$ cat src/rtl/dq_operand_queue.sv
// DQ-form operand queue: buffers decoded DQ instructions between decode and issue,
// forming the scaled displacement at push time and back-pressuring fetch.
module dq_operand_queue #(
  parameter int DEPTH        = 4,
  parameter int PTR_WIDTH    = 2,
  parameter int STALL_THRESH = 2,
  parameter int opcodeWidth  = 6,
  parameter int regWidth     = 5,
  parameter int immWidth     = 12,
  parameter int addressSize  = 64
) (
  input  logic                   clock_i,
  input  logic                   reset_i,
  input  logic                   flush_i,
  input  logic                   enable_i,
  input  logic [opcodeWidth-1:0] opcode_i,
  input  logic [regWidth-1:0]    reg1_i,
  input  logic [regWidth-1:0]    reg2_i,
  input  logic                   reg2ValOrZero_i,
  input  logic [immWidth-1:0]    imm_i,
  input  logic                   bit_i,
  input  logic                   ready_i,
  output logic                   valid_o,
  output logic [opcodeWidth-1:0] opcode_o,
  output logic [regWidth-1:0]    reg1_o,
  output logic [regWidth-1:0]    reg2_o,
  output logic                   reg2ValOrZero_o,
  output logic                   bit_o,
  output logic [addressSize-1:0] disp_o,
  output logic [PTR_WIDTH:0]     count_o,
  output logic                   stall_o,
  output logic                   overflow_o
);

  typedef struct packed {
    logic [opcodeWidth-1:0] opcode;
    logic [regWidth-1:0]    reg1;
    logic [regWidth-1:0]    reg2;
    logic                   rvz;
    logic                   bt;
    logic [addressSize-1:0] disp;
  } entry_t;

  localparam logic [PTR_WIDTH:0] CntFull = (PTR_WIDTH+1)'(DEPTH);
  localparam logic [PTR_WIDTH:0] CntThr  = (PTR_WIDTH+1)'(STALL_THRESH);

  entry_t                mem_q [DEPTH];
  entry_t                mem_d [DEPTH];
  logic [PTR_WIDTH-1:0]  rd_ptr_q, rd_ptr_d;
  logic [PTR_WIDTH-1:0]  wr_ptr_q, wr_ptr_d;
  logic [PTR_WIDTH:0]    count_q, count_d;
  logic                  ovf_q, ovf_d;

  logic                  full;
  logic                  push;
  logic                  pop;
  logic                  do_push;
  logic                  sign;
  entry_t                wr_ent;
  entry_t                head;
  logic [PTR_WIDTH:0]    free_cnt;

  assign full    = (count_q == CntFull);
  assign valid_o = (count_q != '0);
  assign push    = enable_i;
  assign pop     = valid_o & ready_i;
  // When full, a simultaneous pop frees the slot the push lands in.
  assign do_push = push & (~full | pop);
  // The DQ field uses big-endian bit naming: its leftmost bit is the sign.
  assign sign    = imm_i[immWidth-1];

  always_comb begin
    wr_ent        = '0;
    wr_ent.opcode = opcode_i;
    wr_ent.reg1   = reg1_i;
    wr_ent.reg2   = reg2_i;
    wr_ent.rvz    = reg2ValOrZero_i;
    wr_ent.bt     = bit_i;
    wr_ent.disp   = {{(addressSize-immWidth-4){sign}}, imm_i, 4'b0000};
  end

  always_comb begin
    mem_d    = mem_q;
    rd_ptr_d = rd_ptr_q;
    wr_ptr_d = wr_ptr_q;
    count_d  = count_q;
    ovf_d    = ovf_q;
    if (flush_i) begin
      rd_ptr_d = '0;
      wr_ptr_d = '0;
      count_d  = '0;
    end else begin
      if (do_push) begin
        mem_d[wr_ptr_q] = wr_ent;
        wr_ptr_d        = wr_ptr_q + PTR_WIDTH'(1);
      end
      if (pop) begin
        rd_ptr_d = rd_ptr_q + PTR_WIDTH'(1);
      end
      unique case ({do_push, pop})
        2'b10:   count_d = count_q + (PTR_WIDTH+1)'(1);
        2'b01:   count_d = count_q - (PTR_WIDTH+1)'(1);
        default: count_d = count_q;
      endcase
      if (push && full && !pop) begin
        ovf_d = 1'b1;
      end
    end
  end

  always_ff @(posedge clock_i) begin
    if (reset_i) begin
      rd_ptr_q <= '0;
      wr_ptr_q <= '0;
      count_q  <= '0;
      ovf_q    <= 1'b0;
    end else begin
      rd_ptr_q <= rd_ptr_d;
      wr_ptr_q <= wr_ptr_d;
      count_q  <= count_d;
      ovf_q    <= ovf_d;
    end
  end

  // Storage needs no reset: head outputs are gated by valid_o.
  always_ff @(posedge clock_i) begin
    mem_q <= mem_d;
  end

  always_comb begin
    head            = mem_q[rd_ptr_q];
    opcode_o        = valid_o ? head.opcode : '0;
    reg1_o          = valid_o ? head.reg1   : '0;
    reg2_o          = valid_o ? head.reg2   : '0;
    reg2ValOrZero_o = valid_o & head.rvz;
    bit_o           = valid_o & head.bt;
    disp_o          = valid_o ? head.disp   : '0;
  end

  assign free_cnt   = CntFull - count_q;
  assign stall_o    = (free_cnt <= CntThr);
  assign count_o    = count_q;
  assign overflow_o = ovf_q;

endmodule

$ cat config.mk
export PLATFORM = sky130hd
export DESIGN_NAME = dq_operand_queue
export DESIGN_NICKNAME = d
export VERILOG_FILES = /design/src/rtl/dq_operand_queue.sv
export SDC_FILE = /design/constraint.sdc
export NUM_CORES = 1
export LEC_CHECK = 0
export CAP_MARGIN = 40
export CORE_MARGIN = 2
export CORE_UTILIZATION = 23
export DETAILED_ROUTE_END_ITERATION = 7
export SYNTH_ARGS = -nofsm -noshare
export SYNTH_HDL_FRONTEND = slang
export SYNTH_SLANG_ARGS = --single-unit
$ cat constraint.sdc
create_clock -name clock_i -period 3.2 [get_ports clock_i]
set_clock_uncertainty 0.2 [all_clocks]
set_input_delay 0.64 -clock clock_i [delete_from_list [all_inputs] [get_ports clock_i]]
set_output_delay 0.64 -clock clock_i [all_outputs]
set_load 0.03 [all_outputs]
Yosys cells after proc, flatten, opt, wreduce, memory -nomap -nowiden

Index checks and enable logic that the tools add are counted.
W data, S select, Z words.

Memory bits (writable): 0
Memories kept: 0
ROM bits: 0
Latch bits: 0
Output and inout port bits: 88
Register bits after elaboration: 336

$add $sub $neg: 5
Order comparisons: 4
Equality and inequality tests: 3
$mul: 0
Div/mod/pow operators: 0
Reduce and logical (&&, ||, !) cells: 9
Shifts and indexed selects: 0
Mux-type cells: 11
Bitwise logic cells: 9

Operators by type and width:

| kind                  | count |
|---|---|
| $bwmux W328           | 1 |
| $mux W82              | 3 |
| $bmux W82 S2          | 1 |
| $demux W82 S2         | 1 |
| $mux W64              | 1 |
| $mux W5               | 2 |
| $ge A3 B3 Y1 const B  | 2 |
| $mux W6               | 1 |
| $not A2 Y3            | 2 |
| $pmux W3 S2           | 1 |
| $add A2 B1 Y2 const B | 2 |
| $and A1 B1 Y1         | 4 |
| $reduce_and A2 Y1     | 2 |
| $add A3 B1 Y3 const B | 1 |
| $eq A3 B3 Y1 const B  | 1 |
| $le A3 B2 Y1 const B  | 1 |
| $logic_and A1 B1 Y1   | 3 |
| $lt A3 B1 Y1 const B  | 1 |
| $reduce_bool A3 Y1    | 1 |
| $sub A3 B1 Y3 const B | 1 |
| $sub A3 B3 Y3 const A | 1 |
| $eq A2 B1 Y1 const B  | 1 |
| $eq A2 B2 Y1 const B  | 1 |
| $not A1 Y1            | 2 |
| 4 further kinds       | 4 |

Depth between registers and ports, before layout

Depth after elaboration: 6
Depth in mapped cells: 12
Gate-level depth less buffers: 12

Least setup slack after synthesis

No wires, ideal clock.

Path type: register to output
Start point: reg count_q[0], in the netlist count_o[0]
End point: out disp_o[16]
Stages on the path, launching flop included: 8
Required time: 2,360 ps
Path slack: -726 ps
Arrival time: 3,086 ps
Cell sequence: dfxtp_1 > inv_1 > ha_1 > ha_1 > inv_1 > clkbuf_1 > and2_1 > buf_4

Word-level cells in the longest chain between the ends: 2

RTL lines:

| what                   | RTL line | RTL |
|---|---|---|
| start, declared        | 51       | `logic [PTR_WIDTH:0] count_q, count_d;` |
| start signal, assigned | 120      | `count_q <= count_d;` |
| $reduce_bool A3 Y1     | 64       | `assign valid_o = (count_q != '0);` |
| via valid_o            | 23       | `output logic valid_o,` |
| $mux W64               | 137      | `disp_o = valid_o ? head.disp : '0;` |
| end, declared          | 29       | `output logic [addressSize-1:0] disp_o,` |

The timed path passes the listed nets, and every way through them passes these cells.

Worst setup path in the final report

Start point: reg count_q[0], in the netlist count_o[0]
End point: out opcode_o[0]

Word-level cells in the longest chain between the ends: 2

RTL lines:

| what               | RTL line | RTL |
|---|---|---|
| $reduce_bool A3 Y1 | 64       |  |
| $mux W6            | 132      | `opcode_o = valid_o ? head.opcode : '0;` |
| end, declared      | 24       | `output logic [opcodeWidth-1:0] opcode_o,` |

No other way between the ends.

==> key figures <==
Outcome
  • Status: complete, no violations

CTS
  • Worst skew pair latency: 0.41 ns
  • Clock transition at the registers of the reported paths: 0.06 ns
  • CTS Sinks: 128
  • Clock buffer depth: 2
  • CTS Root Cell: clkbuf_16
  • CTS tree: done
  • H-tree depth: 4
  • CTS Buf Count: 17

Routing
  • Initial DRC count: 168
  • Vias: 2863
  • DRT Pass-1 Iters: 6
  • Routed wire length per instance: 15.2 µm
  • Post-route ant nets: 0
  • Drt drc: 0
  • Vias per inst: 3.91
  • Final wirelength: 11100 µm

Floorplanning
  • Row count: 56
  • # IOs: 123
  • Height of the die: 159 µm
  • Die ar.: 25200 µm²
  • Initial Utilization: 23.4%
  • Die width: 159 µm
  • Core ar.: 23500 µm²

Timing
  • Worst hold slack: 0.281 ns
  • Part of the cycle the worst path needs: 94.8%
  • Setup TNS: 0 ns
  • Final setup viols: 0
  • FMAX: 330 MHz
  • Slew Limit Fails: 0
  • Fin crit period: 3.03 ns
  • Endpoints failing hold: 0

Finish
  • Share of layout cells above drive strength 1: 39.2%
  • P&R area growth vs syn: 32.0%
  • Register area: 3770 µm²
  • N_diodes: 0
  • # nets final: 445
  • Multi-input logic area: 1230 µm²
  • # fillers: 2282

Placement
  • Placer Congestion: 0.624
  • Detailed Place HPWL: 7440 µm
  • Number of port buffers: 118

Synth
  • Post-synth EDFFs: 120
  • Largest area contributor in the netlist: edfxtp_1
  • Most numerous cell in the Yosys netlist: edfxtp_1
  • Ys flop type: edfxtp_1
  • Post-synth top area share: 65.5%
  • Syn Area/Cell: 18.0 µm²
  • Syn Inst Count: 305
  • Synth area leaders: edfxtp_1, mux4_2, buf_4
  • Asr flop ratio synth: 0%
  • Synth top cells by count: edfxtp_1, buf_4, and2_1, mux4_2, inv_1
  • Post-synthesis sequential area ratio: 68.5%
  • Post-synthesis cell area: 5500 µm²
  • Unique cell type count in the Yosys netlist: 26
  • Flops & latches, synth: 128
  • Yosys synthesis warning count: 0

Power
  • Clk network pwr share: 46.1%
  • Maximum VDD drop: 358 µV
  • Power Density: 600 nW/µm²
  • Combinational fraction of design power: 10.9%
  • Pint: 3.36 mW
  • Switching share of power: 22.7%
  • Leakage power: 2.60 nW
  • Switching pwr: 987 µW
  • Flop pwr share: 43.0%

Global routing
  • Number of global-route vias before repair: 2924
  • Congestion Overflow GR: 0
  • Initial antenna violation count: 1
  • Global Route Usage Sum: 9.09%
  • First-pass GRT wire length: 16300 µm
  • Largest net degree at the start of global routing: 50

Critical path
  • CP arrival: 2.19 ns
  • Crit path required time: 2.36 ns
  • R2R Path Start: count_o[0]$_SDFFE_PP0P_
  • Critical path endpoint category: primary output
  • Crit Path Class: reg2out
  • CP Max Fanout: 13
  • Critical Path Start: count_o[0]$_SDFFE_PP0P_
  • Reg2reg setup slack: 0.38 ns
  • Setup crit start kind: flip-flop

Run
  • Max-cap violation count: 0

Hold path
  • Hold Path Class: reg2reg
  • Min-delay src: overflow_o$_SDFFE_PP0P_
## worst paths after layout
path                        endpoint  depth (start not counted)
max                      opcode_o[0]                          7
max reg2reg  count_o[2]$_SDFFE_PP0P_                         12
min reg2reg  overflow_o$_SDFFE_PP0P_                          2
min          overflow_o$_SDFFE_PP0P_                          2
## cells by family after synthesis
group,count (synthesis),synth area share [%]
XOR/XNOR,4,0.637
AO/OA/AOI/OAI,7,0.796
flip-flops,128,68.5
other,1,0.0682
buffers and inverters,73,9.63
multiplexers,32,12.8
AND/OR/NAND/NOR,50,5.21
adder cells (fa/ha/maj),10,2.41
## state kept, by name (all words and copies together) (netlist names)
name	flops
mem_q	120
rd_ptr_q	2
overflow_o	1
wr_ptr_q	2
count_o	3
## power by group through the flow
stage | clock network (mW) | registers (mW) | logic [mW]
floorplan | 0 | 1.91 | 0.311
global placement | 0 | 1.90 | 0.468
CTS | 2.06 | 1.87 | 0.476
detailed placement | 0 | 1.91 | 0.474
global route | 2.13 | 1.87 | 0.507
finish | 2.01 | 1.87 | 0.473
## metal layers
layer | up-vias | share of wire [%] | GRT usage, %
li1 | 1282 | - | -
met3 | 19 | 6.8 | 3.48
met4 | 2 | 1.6 | 3.60
met1 | 1457 | 41 | 10.3
met2 | 103 | 51 | 15.5
met5 | - | 0.12 | 0
## through the flow
step / area (µm²) / std cells / worst slack, ns / utilization [%] / total power [mW]
after floorplan: 5510 / 308 / 0.00699 / - / 2.22
after global placement: 6620 / 699 / 0.331 / 28.2 / 2.37
after detailed placement: 6620 / 699 / 0.163 / 28.2 / 2.38
after CTS: 7240 / 731 / 0.0653 / 30.8 / 4.41
after global routing: 7260 / 732 / -0.00471 / 30.9 / 4.51
final: 7260 / 732 / 0.167 / 30.9 / 4.35
## area by class of cell
type,instances,area share (%)
well taps,319,5.50
flip-flops and latches,128,51.9
clock buffers,19,5.97
repair buffers,134,16.5
multi-input cells,108,17.0
inverters,11,0.569
clock inverters,13,2.57
## placed cells by master (no fill, tap or decap), types with 2 or more instances in the layout
cell type        netlist  final
clkbuf_16              0     17
mux2i_1                2      2
clkinv_2               0      3
and2_2                 0      4
edfxtp_1             120    120
clkinv_4               0      3
nand2b_1               2      2
clkdlybuf4s50_1        0     38
and2_1                34     29
mux4_2                28     28
a21oi_1                3      3
nand2_1                4      4
buf_12                 3      7
a21boi_0               2      2
mux4_1                 2      2
inv_6                  0      2
conb_1                 1      4
xor2_1                 4      4
inv_1                 11     11
buf_4                 52     87
dfxtp_2                0      2
ha_1                   9      9
and2_4                 0      2
bufinv_16              0      4
dfxtp_1                8      6
nor2_1                 7      7
clkbuf_1               3      2
## worst max-delay path, cell delays in order (launching register included)
cell     delay (ns)
dfxtp_1        0.37
inv_1          0.10
ha_1           0.24
ha_1           0.21
inv_1          0.25
buf_4          0.26
and2_1         0.21
buf_12         0.13
## timing repair
item | in CTS | in global routing
hold buffers | 0 | 0
endpoints found under the setup margin | 0 | 50
buffers inserted | 0 | 0
endpoints found under the hold margin | 0 | 0
gates resized for setup | 0 | 3
Note: power is estimated with default switching activity, not from simulation.
